### config.mk
export PLATFORM = sky130hd
export DESIGN_NAME = crc_req_arbiter
export DESIGN_NICKNAME = d
export VERILOG_FILES = /design/src/rtl/crc_req_arbiter.sv
export SDC_FILE = /design/constraint.sdc
export NUM_CORES = 1
export LEC_CHECK = 0
export BUFFER_PORTS_ARGS = -buffer_cell sky130_fd_sc_hd__clkbuf_2
export CORE_AREA = 4 4 284 286
export DETAILED_ROUTE_END_ITERATION = 6
export DIE_AREA = 0 0 288 290
export PLACE_DENSITY_LB_ADDON = 0.2
export REMOVE_ABC_BUFFERS = 1
export SLEW_MARGIN = 30
export SYNTH_ARGS = -nofsm -noshare
export SYNTH_HDL_FRONTEND = slang
export SYNTH_SLANG_ARGS = --single-unit
### constraint.sdc
create_clock -name i_clk -period 5.5 [get_ports i_clk]
set_input_delay 0.825 -clock i_clk [delete_from_list [all_inputs] [get_ports i_clk]]
set_output_delay 0.825 -clock i_clk [all_outputs]
set_load 0.01 [all_outputs]
### src/rtl/crc_req_arbiter.sv
`default_nettype none
// ============================================================================
// Module      : crc_req_arbiter
// Description : Round-robin arbiter sharing the CRC sequencer request channel
//               among NUM_REQ requesters. Granted requests are tagged with the
//               requester index in req_id[15:16-IDX_W] and held in a one-entry
//               output slot. Responses are routed back by decoding that tag.
//               Per-requester outstanding counters limit in-flight commands.
//               Optional feature macro: CRC_ARB_PRIO_EN (requester 0 gets
//               strict priority; the others share round-robin).
// Revision    : 1.0 - initial release
// ============================================================================
module crc_req_arbiter #(
    parameter int NUM_REQ   = 4,
    parameter int REQ_W     = 128,
    parameter int MAX_OUTST = 4
) (
    input  logic                   i_clk,
    input  logic                   i_reset,
    input  logic [NUM_REQ-1:0]     i_req_valid,
    input  logic [NUM_REQ*REQ_W-1:0] i_req_data,
    output logic [NUM_REQ-1:0]     o_req_ready,
    output logic                   o_crc_req_valid,
    output logic [REQ_W-1:0]       o_crc_req_data,
    input  logic                   i_crc_req_ready,
    input  logic                   i_crc_done_valid,
    input  logic [23:0]            i_crc_done_data,
    output logic                   o_crc_done_ready,
    output logic [NUM_REQ-1:0]     o_rsp_valid,
    output logic [23:0]            o_rsp_data,
    input  logic [NUM_REQ-1:0]     i_rsp_ready,
    output logic [NUM_REQ*4-1:0]   o_outst_cnt,
    output logic                   o_err_unexp
);

    localparam int IDX_W   = $clog2(NUM_REQ);
    localparam int TAG_LSB = 16 - IDX_W;

    localparam logic [3:0]       c_MAX_OUTST = 4'(MAX_OUTST);
    localparam logic [IDX_W:0]   c_NUM_REQ   = (IDX_W+1)'(NUM_REQ);
    localparam logic [IDX_W-1:0] c_LAST_IDX  = IDX_W'(NUM_REQ - 1);

    // Output slot state encoding
    localparam logic [0:0] c_ST_EMPTY = 1'b0;
    localparam logic [0:0] c_ST_FULL  = 1'b1;

    logic [0:0]             r_state;
    logic [0:0]             w_state_nxt;
    logic [IDX_W-1:0]       r_ptr;
    logic [NUM_REQ*4-1:0]   r_cnt;
    logic [REQ_W-1:0]       r_slot_data;
    logic                   r_err;

    logic                   w_arb_en;
    logic [NUM_REQ-1:0]     w_elig;
    logic                   w_grant_vld;
    logic [IDX_W-1:0]       w_grant_idx;
    logic [IDX_W:0]         w_sum;
    logic [IDX_W-1:0]       w_cand;
    logic                   w_ptr_upd;
    logic [IDX_W-1:0]       w_ptr_nxt;
    logic [REQ_W-1:0]       w_tagged;

    logic [IDX_W-1:0]       w_rsp_idx;
    logic                   w_rsp_hit;
    logic                   w_rsp_rdy_sel;
    logic                   w_rsp_xfer;

    // A requester may compete only while it is below its outstanding limit
    generate
        for (genvar k = 0; k < NUM_REQ; k++) begin : g_elig
            assign w_elig[k] = i_req_valid[k] && (r_cnt[k*4 +: 4] < c_MAX_OUTST);
        end
    endgenerate

    // Pick the first eligible requester at or after the pointer (wrapping)
    always_comb begin
        w_grant_vld = 1'b0;
        w_grant_idx = '0;
        w_sum       = '0;
        w_cand      = '0;
        if (w_arb_en) begin
`ifdef CRC_ARB_PRIO_EN
            if (w_elig[0]) begin
                w_grant_vld = 1'b1;
                w_grant_idx = '0;
            end
`endif
            for (int i = 0; i < NUM_REQ; i++) begin
                w_sum = {1'b0, r_ptr} + (IDX_W+1)'(i);
                if (w_sum >= c_NUM_REQ) begin
                    w_sum = w_sum - c_NUM_REQ;
                end
                w_cand = w_sum[IDX_W-1:0];
                if (!w_grant_vld && w_elig[w_cand]) begin
                    w_grant_vld = 1'b1;
                    w_grant_idx = w_cand;
                end
            end
        end
    end

    // Pointer moves past the winner; a priority grant to requester 0 leaves it alone
    always_comb begin
        w_ptr_nxt = (w_grant_idx == c_LAST_IDX) ? '0 : w_grant_idx + 1'b1;
`ifdef CRC_ARB_PRIO_EN
        w_ptr_upd = w_grant_vld && (w_grant_idx != '0);
`else
        w_ptr_upd = w_grant_vld;
`endif
    end

    // Select the winner's word and overwrite the top id bits with its index
    always_comb begin
        w_tagged = '0;
        for (int k = 0; k < NUM_REQ; k++) begin
            if (w_grant_idx == IDX_W'(k)) begin
                w_tagged = i_req_data[k*REQ_W +: REQ_W];
            end
        end
        w_tagged[15:TAG_LSB] = w_grant_idx;
    end

    // One-hot ready to the winning requester only
    always_comb begin
        o_req_ready = '0;
        for (int k = 0; k < NUM_REQ; k++) begin
            if (w_grant_vld && (w_grant_idx == IDX_W'(k))) begin
                o_req_ready[k] = 1'b1;
            end
        end
    end

    // Slot state register
    always_ff @(posedge i_clk) begin
        if (i_reset) begin
            r_state <= c_ST_EMPTY;
        end else begin
            r_state <= w_state_nxt;
        end
    end

    // Slot next state: load on grant, drain on downstream accept
    always_comb begin
        w_state_nxt = r_state;
        case (r_state)
            c_ST_EMPTY: begin
                if (w_grant_vld) begin
                    w_state_nxt = c_ST_FULL;
                end
            end
            c_ST_FULL: begin
                if (w_grant_vld) begin
                    w_state_nxt = c_ST_FULL;
                end else if (i_crc_req_ready) begin
                    w_state_nxt = c_ST_EMPTY;
                end
            end
            default: w_state_nxt = c_ST_EMPTY;
        endcase
    end

    // Slot outputs: arbitration runs only when the slot is free or draining
    always_comb begin
        o_crc_req_valid = (r_state == c_ST_FULL);
        w_arb_en        = !i_reset && ((r_state == c_ST_EMPTY) || i_crc_req_ready);
    end

    // Slot payload and round-robin pointer
    always_ff @(posedge i_clk) begin
        if (i_reset) begin
            r_slot_data <= '0;
            r_ptr       <= '0;
        end else begin
            if (w_grant_vld) begin
                r_slot_data <= w_tagged;
            end
            if (w_ptr_upd) begin
                r_ptr <= w_ptr_nxt;
            end
        end
    end

    assign o_crc_req_data = r_slot_data;

    // Decode the response tag and find whether its owner has anything in flight
    assign w_rsp_idx = i_crc_done_data[15:TAG_LSB];

    always_comb begin
        w_rsp_hit     = 1'b0;
        w_rsp_rdy_sel = 1'b0;
        for (int k = 0; k < NUM_REQ; k++) begin
            if (w_rsp_idx == IDX_W'(k)) begin
                w_rsp_hit     = (r_cnt[k*4 +: 4] != 4'd0);
                w_rsp_rdy_sel = i_rsp_ready[k];
            end
        end
    end

    // Route the response to its owner; unknown owners are swallowed
    always_comb begin
        o_rsp_valid = '0;
        for (int k = 0; k < NUM_REQ; k++) begin
            if (w_rsp_hit && i_crc_done_valid && (w_rsp_idx == IDX_W'(k))) begin
                o_rsp_valid[k] = 1'b1;
            end
        end
        o_crc_done_ready = w_rsp_hit ? w_rsp_rdy_sel : 1'b1;
        w_rsp_xfer       = i_crc_done_valid && w_rsp_hit && w_rsp_rdy_sel;
    end

    assign o_rsp_data = i_crc_done_data;

    // Outstanding counters: +1 on grant, -1 on routed response transfer
    always_ff @(posedge i_clk) begin
        if (i_reset) begin
            r_cnt <= '0;
        end else begin
            for (int k = 0; k < NUM_REQ; k++) begin
                case ({o_req_ready[k], w_rsp_xfer && (w_rsp_idx == IDX_W'(k))})
                    2'b10:   r_cnt[k*4 +: 4] <= r_cnt[k*4 +: 4] + 4'd1;
                    2'b01:   r_cnt[k*4 +: 4] <= r_cnt[k*4 +: 4] - 4'd1;
                    default: r_cnt[k*4 +: 4] <= r_cnt[k*4 +: 4];
                endcase
            end
        end
    end

    assign o_outst_cnt = r_cnt;

    // Sticky flag for a response nobody is waiting for
    always_ff @(posedge i_clk) begin
        if (i_reset) begin
            r_err <= 1'b0;
        end else if (i_crc_done_valid && !w_rsp_hit) begin
            r_err <= 1'b1;
        end
    end

    assign o_err_unexp = r_err;

endmodule
`default_nettype wire

# Word level (Yosys, flattened, before mapping)
# Index checks and enable logic that the tools add are counted.
# word_totals
reg_bits	148
in_bits	548
out_inout_bits	179
wordCells	149
# classes
n_addsub	16
order_cmp	12
eq_ne	14
mux	59
bitwise_logic	1
reduce_logical	39
# ops
op	count
two-way mux 128 bit	4
two-way mux 1 bit	32
one-hot mux 4 bit (2 select lines)	4
two-way mux 2 bit	14
logical AND 1 bit	23
adder 4 x 1 -> 4 bit, second input constant	4
== test 2 bit, second input constant	8
less-than comparator 4 x 3 -> 1 bit, second input constant	4
nonzero test 4 bit	4
subtractor 4 x 1 -> 4 bit, second input constant	4
== test 2 x 1 -> 1 bit, second input constant	6
less-than comparator 2 x 3 -> 1 bit, second input constant	4
>= comparator 3 bit, second input constant	3
binary-select mux 1 bit (select 2 bit)	4
nonzero test 2 bit	4
subtractor 2 x 1 -> 2 bit, second input constant	4
adder 2 x 2 -> 3 bit, second input constant	2
logical NOT 1 bit	5
logical NOT 2 bit	2
adder 2 x 1 -> 3 bit, second input constant	1
>= comparator 2 x 3 -> 1 bit, second input constant	1
adder 2 x 1 -> 2 bit, second input constant	1
one-hot mux 1 bit (2 select lines)	1
logical OR 1 bit	1
NOT 1 bit	1

# Depth between registers and ports, before layout
# Gate-level depths: netlist (run 1).
# logic_depth
ltp_word	25
mapped_depth	18
mapped_depth_nobuf	13

# Least setup slack after synthesis (run 1)
# Ideal clock, no wire load.
# synth_path
kind	in2reg
start	in i_req_valid[0]
end	reg r_cnt[11] (netlist: o_outst_cnt[11])
setup_time_ps	121
arrival_time_ps	4293
required_time_ps	5379
slack_ps	1086
cell_stages	17
n_path_buf	5
path_cell_list	nor3b_1 -> nor4b_4 -> nor3_2 -> buf_4 -> buf_2 -> nand2_1 -> ha_1 -> clkbuf_1 -> clkbuf_1 -> clkbuf_1 -> nand2_1 -> ha_1 -> ha_1 -> a21o_1 -> a21oi_1 -> mux2i_1 -> mux2_2
# synth_between
elab_chain_len	22
word_cells_on_any_way	35
cone_classes	eq/ne (3); mux (23); reduce/logical (9)
# synth_lines
element	line_no	text
start, declared	20	input logic [NUM_REQ-1:0] i_req_valid,
logical AND 1 bit (*)	72	assign w_elig[k] = i_req_valid[k] && (r_cnt[k*4 +: 4] < c_MAX_OUTST);
binary-select mux 1 bit (select 2 bit)	95	if (!w_grant_vld && w_elig[w_cand]) begin
two-way mux 1 bit (not written as such)	95	
two-way mux 1 bit	95	
two-way mux 1 bit	82	if (w_arb_en) begin
logical NOT 1 bit	95	
logical AND 1 bit	95	
two-way mux 1 bit	95	
(+6 left out)	--	
logical AND 1 bit	95	
two-way mux 2 bit	95	
two-way mux 2 bit	82	
== test 2 bit	128	if (w_grant_vld && (w_grant_idx == IDX_W'(k))) begin
logical AND 1 bit (*)	128	
two-way mux 1 bit (*)	128	
== test 2 x 1 -> 1 bit / == test 2 bit (equally long branches)	220	case ({o_req_ready[k], w_rsp_xfer && (w_rsp_idx == IDX_W'(k))})
one-hot mux 4 bit (2 select lines) / nonzero test 2 bit (equally long branches)	--	
end signal, assigned by index	221	2'b10: r_cnt[k*4 +: 4] <= r_cnt[k*4 +: 4] + 4'd1;
end signal, assigned by index	222	2'b01: r_cnt[k*4 +: 4] <= r_cnt[k*4 +: 4] - 4'd1;
end signal, assigned by index	223	default: r_cnt[k*4 +: 4] <= r_cnt[k*4 +: 4];
end, declared	50	logic [NUM_REQ*4-1:0] r_cnt;
# Every way passes the cells marked *; elsewhere a longest branch is shown, timed or not. The select of a mux whose other input is x is not followed.
# A chain may end at the register's enable or synchronous reset.

# Worst setup path after layout (run 1)
# layout_path
start	in i_req_valid[0]
end	out o_req_ready[0]
# layout_between
elab_chain_len	20
word_cells_on_any_way	31
cone_classes	mux (22); reduce/logical (9)
# layout_lines
element	line_no	text
logical AND 1 bit (*)	72	
binary-select mux 1 bit (select 2 bit)	95	
two-way mux 1 bit (not written as such)	95	
two-way mux 1 bit	95	
two-way mux 1 bit	82	
logical NOT 1 bit	95	
logical AND 1 bit	95	
two-way mux 1 bit	95	
(+4 left out)	--	
two-way mux 1 bit	82	
logical NOT 1 bit	95	
logical AND 1 bit	95	
two-way mux 2 bit	95	
two-way mux 2 bit	82	
logical NOT 2 bit	128	
logical AND 1 bit (*)	128	
two-way mux 1 bit (*)	128	
end, declared	22	output logic [NUM_REQ-1:0] o_req_ready,
# Marked as above.

==> results.sh, run 1 <==
export IMPL_run_status="finished, final reports clean"
export IMPL_worstMarginPinSlew_ns=0.842
export IMPL_end_kind="primary output"
export IMPL_cap_viol_max_count=0
export IMPL_cp_start_kind="input port"
export IMPL_clock_latency_ns=0.48
export IMPL_synthSimpleGateAreaFrac_pct=13.2
export IMPL_dpl_instance_area_sq_mm=0.0147
export IMPL_min_period_over_period_pct=77.0
export IMPL_viasPerCell=4.00
export IMPL_synth_avg_cell_area_sq_um=7.06
export IMPL_r2r_start="o_outst_cnt[2]$_SDFFE_PP0P_"
export IMPL_cts_max_level=4
export IMPL_io_buffer_count=674
export IMPL_synthToLayoutAreaGrowth_pct=46.1
export IMPL_netlist_area_sq_mm=0.0105
export IMPL_grt_antenna_before_repair=6
export IMPL_path_common_cell="clkbuf_2"
export IMPL_tns_ns=0
export IMPL_num_fill_cells=9086
export IMPL_dp_cells=3070
export IMPL_cts_buffer_depth=2
export IMPL_finalClockSkew_ns=0.0225
export IMPL_wl_per_cell_um=16.0
export IMPL_post_cts_buffers=0
export IMPL_core_sq_mm=0.0784
export IMPL_cp_depth=8
export IMPL_layout_commonest_cell="clkbuf_2"
export IMPL_fp_dieW_um=288
export IMPL_rsz0062_at_grt="false"
export IMPL_irDropWorstVdd_mv=0.236
export IMPL_gr_total_overflow=0
export IMPL_setup_worst_path_class="input port to primary output"
export IMPL_netlist_instances=1483
export IMPL_cp_max_fo=38
export IMPL_synth_adder_area_share_pct=2.68
export IMPL_final_hold_violation_count=0
export IMPL_yosys_warnings=0
export IMPL_numCtsBuffers=17
export IMPL_worst_path_buf_inv=3
export IMPL_die_h_um=290
export IMPL_power_leakage_uw=0.00770
export IMPL_ys_seq_area_share_pct=28.3
export IMPL_finalSetupViolations=0
export IMPL_synthDistinctLibCells=42
export IMPL_grt_usage_pct=11.3
export IMPL_cts_root_buffer="clkbuf_16"
export IMPL_row_count=103
export IMPL_synth_flop_cell="dfxtp_1"
export IMPL_multi_input_area_sq_mm=0.00622
export IMPL_clkSinkCount=148
export IMPL_dieArea_sq_mm=0.0835
export IMPL_synth_xor_area_share_pct=0.669
export IMPL_grt_pass1_vias=12600
export IMPL_startpoint="i_req_valid[0]"
export IMPL_finalWirelength_um=49600
export IMPL_start_util_pct=13.4
export IMPL_critPathMaxStageDelay_ns=0.57
export IMPL_holdBufCountCts=0
export IMPL_cp_top_family="compound AO/OA/AOI/OAI gates"
export IMPL_crit_chain="clkbuf_2 > nor3b_1 > a21oi_1 > o221ai_1 > ha_4 > buf_4 > and2_1 > clkbuf_2"
export IMPL_worstPathArrival_ns=3.41
export IMPL_fmax_mhz=236
export IMPL_hpwlAfterDp_um=38500
export IMPL_clk_pin_slew_ns=0.06
export IMPL_io_pins=727
export IMPL_total_power_uw=4070
export IMPL_crit_required_ns=4.68
export IMPL_synth_top_family_by_area="compound AO/OA/AOI/OAI gates"
export IMPL_cts_tree="yes"
export IMPL_regToRegEndpoint="o_outst_cnt[7]$_SDFFE_PP0P_"
export IMPL_yosys_register_bits=148
export IMPL_grt_max_degree=147
export IMPL_ctsResizeCount=0
export IMPL_via_count=12400
export IMPL_final_area_sq_mm=0.0153
export IMPL_reg2regPathDepth=11
export IMPL_grt_pass1_wl_um=72900
export IMPL_num_nets_final=2607
export IMPL_min_path_type="flip-flop to flip-flop"
export IMPL_drv_slew=0
export IMPL_synth_compound_area_share_pct=29.3
export IMPL_drive_above_1_share_pct=36.0
export IMPL_drt_antenna_violating_nets=0
export IMPL_place_gp_congestion=0.842
export IMPL_dr_pass1_iters=4
export IMPL_cpMaxStageDelayCell="o221ai_1"
export IMPL_endpoint="o_req_ready[0]"
export IMPL_synthMuxAreaShare_pct=13.1
export IMPL_remaining_drc_errors=0
export IMPL_drtIter0Drc=396
export IMPL_power_density_mw_per_mm2=266
export IMPL_instances_no_fill=3103
export IMPL_synth_edf_count=0
export IMPL_min_period_ns=4.24
export IMPL_mostFrequentLayoutCells="clkbuf_2 (674), a21oi_1 (266), nand2_1 (260), dfxtp_1 (148), inv_1 (142)"
export IMPL_r2r_setup_slack_ns=1.60
export IMPL_slew_headroom_pct=43.8
export IMPL_synth_async_sr_flop_share_pct=0
export IMPL_regArea_sq_mm=0.00296
==> where the power goes <==
| part | total, uW | internal, uW | leakage (uW) | switching (uW) |
|---|---|---|---|---|
| sequential | 1350 | 1250 | 0.00123 | 95.1 |
| combinational | 1410 | 595 | 0.00618 | 813 |
| clock | 1310 | 792 | 0.000299 | 521 |
==> registers in the layout (all words and copies together), names as in the netlist <==
| register | count |
|---|---|
| o_crc_req_data | 128 |
| r_ptr | 2 |
| o_crc_req_valid | 1 |
| o_outst_cnt | 16 |
| o_err_unexp | 1 |
==> tightest hold or removal path, stage by stage, from the launching register on <==
cell and delay (ns):
dfxtp_1 0.31, nand2_1 0.05, mux2i_1 0.05
==> worst min-delay path by stage <==
stage          cells past startpoint  slack [ns]                                to                        startpoint
6_report                           2        0.46   o_crc_req_data[12]$_SDFFE_PP0P_   o_crc_req_data[12]$_SDFFE_PP0P_
5_1_grt                            2        0.47    o_crc_req_data[5]$_SDFFE_PP0P_    o_crc_req_data[5]$_SDFFE_PP0P_
4_1_cts                            2        0.46   o_crc_req_data[85]$_SDFFE_PP0P_   o_crc_req_data[85]$_SDFFE_PP0P_
3_5_place_dp                       2        0.45   o_crc_req_data[46]$_SDFFE_PP0P_   o_crc_req_data[46]$_SDFFE_PP0P_
3_3_place_gp                       2        0.44  o_crc_req_data[103]$_SDFFE_PP0P_  o_crc_req_data[103]$_SDFFE_PP0P_
2_1_floorplan                      2        0.48    o_crc_req_data[0]$_SDFFE_PP0P_    o_crc_req_data[0]$_SDFFE_PP0P_
==> area by class of cell <==
| type | count | area share [%] |
|---|---|---|
| Antenna cell | 2 | 0.0327 |
| Clock buffer | 23 | 3.12 |
| Clock inverter | 8 | 0.973 |
| Inverter | 143 | 3.52 |
| Multi-Input combinational cell | 1034 | 40.7 |
| Sequential cell | 148 | 19.4 |
| Tap cell | 1050 | 8.59 |
| Timing Repair Buffer | 695 | 23.7 |
==> logic make-up after synthesis <==
kind of cell,after synthesis
AOI/OAI and AO/OA,540
and+or+nand+nor,331
buffers and inverters,301
DFF,148
muxes,135
adders and majority gates,20
xor gates and xnor gates,8
==> synthesized netlist by cell type, types with 2 or more instances <==
master / count / area (sq um)
buf_1: 14 / 52.6
nand2b_1: 3 / 18.8
nor2b_1: 6 / 37.5
nor4b_1: 2 / 17.5
o21ai_0: 132 / 661
buf_4: 32 / 240
nand2_1: 260 / 976
o211ai_1: 6 / 45.0
buf_12: 5 / 100
nor3_1: 2 / 10.0
xor2_1: 8 / 70.1
a22oi_1: 126 / 946
ha_1: 16 / 200
inv_1: 142 / 533
fa_1: 4 / 80.1
clkbuf_1: 105 / 394
a21oi_1: 266 / 1330
and2_1: 4 / 25.0
or4_1: 3 / 22.5
dfxtp_1: 148 / 2960
mux2_2: 4 / 45.0
nor4bb_1: 2 / 20.0
a2bb2oi_1: 2 / 17.5
nor3b_1: 5 / 37.5
a21o_1: 4 / 30.0
mux2i_1: 130 / 1300
nor2_1: 37 / 139
==> per-stage QoR <==
stage | utilization (%) | hold slack, ns | worst slack (ns)
floorplan | - | 0.479 | -7.82
global placement | 18.7 | 0.443 | 1.12
detailed placement | 18.7 | 0.447 | 1.05
CTS | 19.5 | 0.459 | 1.14
global route | 19.5 | 0.471 | 0.971
finish | 19.5 | 0.456 | 1.26
==> routing by layer <==
layer	share of wire (%)	GRT usage (%)	vias up	routed length, um
met2	50	19.9	447	24700
met5	0.067	0	-	33
li1	-	-	6181	-
met3	7.7	3.97	87	3800
met4	3.5	4.85	6	1740
met1	39	12.2	5706	19300
No activity file was read; power rests on OpenSTA's default activity.
==> run 2, diff against run 1 <==
CORE_AREA = 4 4 280 282   (was 4 4 284 286)
DIE_AREA = 0 0 284 286   (was 0 0 288 290)
clock period = 3.7 ns   (was 5.5 ns; I/O delays follow)
==> results.sh, run 2 (synthesis gave the netlist of run 1 again) <==
export IMPL_fp_dieW_um=284
export IMPL_grt_usage_pct=11.0
export IMPL_cp_max_fo=132
export IMPL_final_hold_violation_count=0
export IMPL_crit_required_ns=3.14
export IMPL_crit_chain="or3b_2 > a2bb2oi_1 > o211ai_1 > nor2_1 > buf_4 > ha_4 > buf_12 > and2_1 > clkbuf_2"
export IMPL_drv_slew=0
export IMPL_grt_pass1_wl_um=70200
export IMPL_grt_max_degree=133
export IMPL_ctsResizeCount=0
export IMPL_power_density_mw_per_mm2=378
export IMPL_cts_buffer_depth=2
export IMPL_start_util_pct=13.8
export IMPL_setup_worst_path_class="flip-flop to primary output"
export IMPL_clk_pin_slew_ns=0.07
export IMPL_die_h_um=286
export IMPL_final_util_pct=20.2
export IMPL_dieArea_sq_mm=0.0812
export IMPL_end_kind="primary output"
export IMPL_cp_start_kind="flip-flop"
export IMPL_met1_usage_pct=12.0
export IMPL_irDropWorstVdd_mv=0.230
export IMPL_drtIter0Drc=460
export IMPL_min_period_ns=3.45
export IMPL_min_period_over_period_pct=93.3
export IMPL_post_cts_buffers=0
export IMPL_drive_above_1_share_pct=36.7
export IMPL_total_power_uw=5790
export IMPL_synthToLayoutAreaGrowth_pct=46.1
export IMPL_cp_top_family="simple AND/OR/NAND/NOR gates"
export IMPL_io_buffer_count=674
export IMPL_final_area_sq_mm=0.0153
export IMPL_dpl_instance_area_sq_mm=0.0147
export IMPL_min_path_type="input port to flip-flop"
export IMPL_grt_antenna_before_repair=1
export IMPL_core_sq_mm=0.0757
export IMPL_num_fill_cells=8593
export IMPL_run_status="finished, final reports clean"
export IMPL_finalClockSkew_ns=0.0159
export IMPL_viasPerCell=4.07
export IMPL_power_leakage_uw=0.00778
export IMPL_place_gp_congestion=0.838
export IMPL_remaining_drc_errors=0
export IMPL_fmax_mhz=290
export IMPL_rsz0062_at_grt="false"
export IMPL_clock_latency_ns=0.47
export IMPL_worstMarginPinSlew_ns=0.863
export IMPL_numCtsBuffers=17
export IMPL_worst_path_buf_inv=3
export IMPL_clkSinkCount=148
export IMPL_met2_usage_pct=20.4
export IMPL_layout_commonest_cell="clkbuf_2"
export IMPL_cts_tree="yes"
export IMPL_holdBufCountCts=0
export IMPL_row_count=101
export IMPL_cts_root_buffer="clkbuf_16"
export IMPL_wl_per_cell_um=16.0
export IMPL_grt_pass1_vias=12400
export IMPL_drt_antenna_violating_nets=0
export IMPL_finalWirelength_um=48600
export IMPL_gr_total_overflow=0
export IMPL_top_usage_layer="met2"
export IMPL_largest_reg_flops=128
export IMPL_slew_headroom_pct=42.4
export IMPL_whs_ns=0.398
export IMPL_critPathMaxStageDelay_ns=0.49
export IMPL_cts_max_level=4
export IMPL_cpMaxStageDelayCell="or3b_2"
export IMPL_dr_pass1_iters=4
export IMPL_worstPathArrival_ns=2.90
export IMPL_place_ws_ns=0.188
export IMPL_via_count=12400
export IMPL_num_nets_final=2626
export IMPL_mostFrequentLayoutCells="clkbuf_2 (674), a21oi_1 (266), nand2_1 (260), dfxtp_1 (148), inv_1 (142)"
export IMPL_finalSetupViolations=0
export IMPL_io_pins=727
export IMPL_hpwlAfterDp_um=37000
export IMPL_grtUsageMet3_pct=3.31
export IMPL_setup_slack_ns=0.249
export IMPL_cap_viol_max_count=0
-- run 2: final cells by class --
type | instances | area, sq um | area share (%)
tap | 978 | 1220 | 8.00
timing repair buffer | 714 | 3810 | 24.9
clock inverter | 12 | 108 | 0.703
clock buffer | 18 | 429 | 2.80
sequential | 148 | 2960 | 19.4
inverter | 143 | 539 | 3.52
antenna | 1 | 2.50 | 0.0164
multi-input combinational | 1034 | 6230 | 40.7
-- run 2: worst paths after layout --
| kind | start | endpoint | slack, ns | cells past startpoint |
|---|---|---|---|---|
| max | o_outst_cnt[15]$_SDFFE_PP0P_ | o_req_ready[3] | 0.25 | 9 |
| min | i_req_data[412] | o_crc_req_data[28]$_SDFFE_PP0P_ | 0.40 | 3 |
| max reg2reg | r_ptr[1]$_SDFFE_PP0P_ | o_outst_cnt[3]$_SDFFE_PP0P_ | 0.43 | 12 |
| min reg2reg | o_crc_req_data[70]$_SDFFE_PP0P_ | o_crc_req_data[70]$_SDFFE_PP0P_ | 0.45 | 2 |
-- run 2: routing by layer --
metal / part of all wire [%] / up-vias
li1: - / 6196
met3: 6.1 / 43
met1: 39 / 5755
met5: 0 / -
met2: 53 / 414
met4: 1.8 / 0
-- run 2: through the flow --
| stage | setup TNS, ns | cells |
|---|---|---|
| floorplan | -1280.94 | 1325 |
| global placement | 0 | 3016 |
| detailed placement | 0 | 3016 |
| CTS | 0 | 3046 |
| global route | 0 | 3047 |
| finish | 0 | 3048 |
-- run 2: worst reg2reg max path: cells and delay by family, from the launching register on --
kind	cells	cell delay [ns]
adders and majority gates	3	0.74
and+or+nand+nor	3	0.58
AOI/OAI and AO/OA	3	0.64
muxes	2	0.56
buffers and inverters	1	0.21
DFF	1	0.43
-- run 2: power breakdown --
| group | internal [uW] | switching [uW] | leakage, uW | total (uW) |
|---|---|---|---|---|
| clock | 916 | 762 | 0.000259 | 1680 |
| sequential | 1860 | 141 | 0.00123 | 2000 |
| combinational | 901 | 1210 | 0.00629 | 2110 |
| total | 3680 | 2110 | 0.00778 | 5790 |
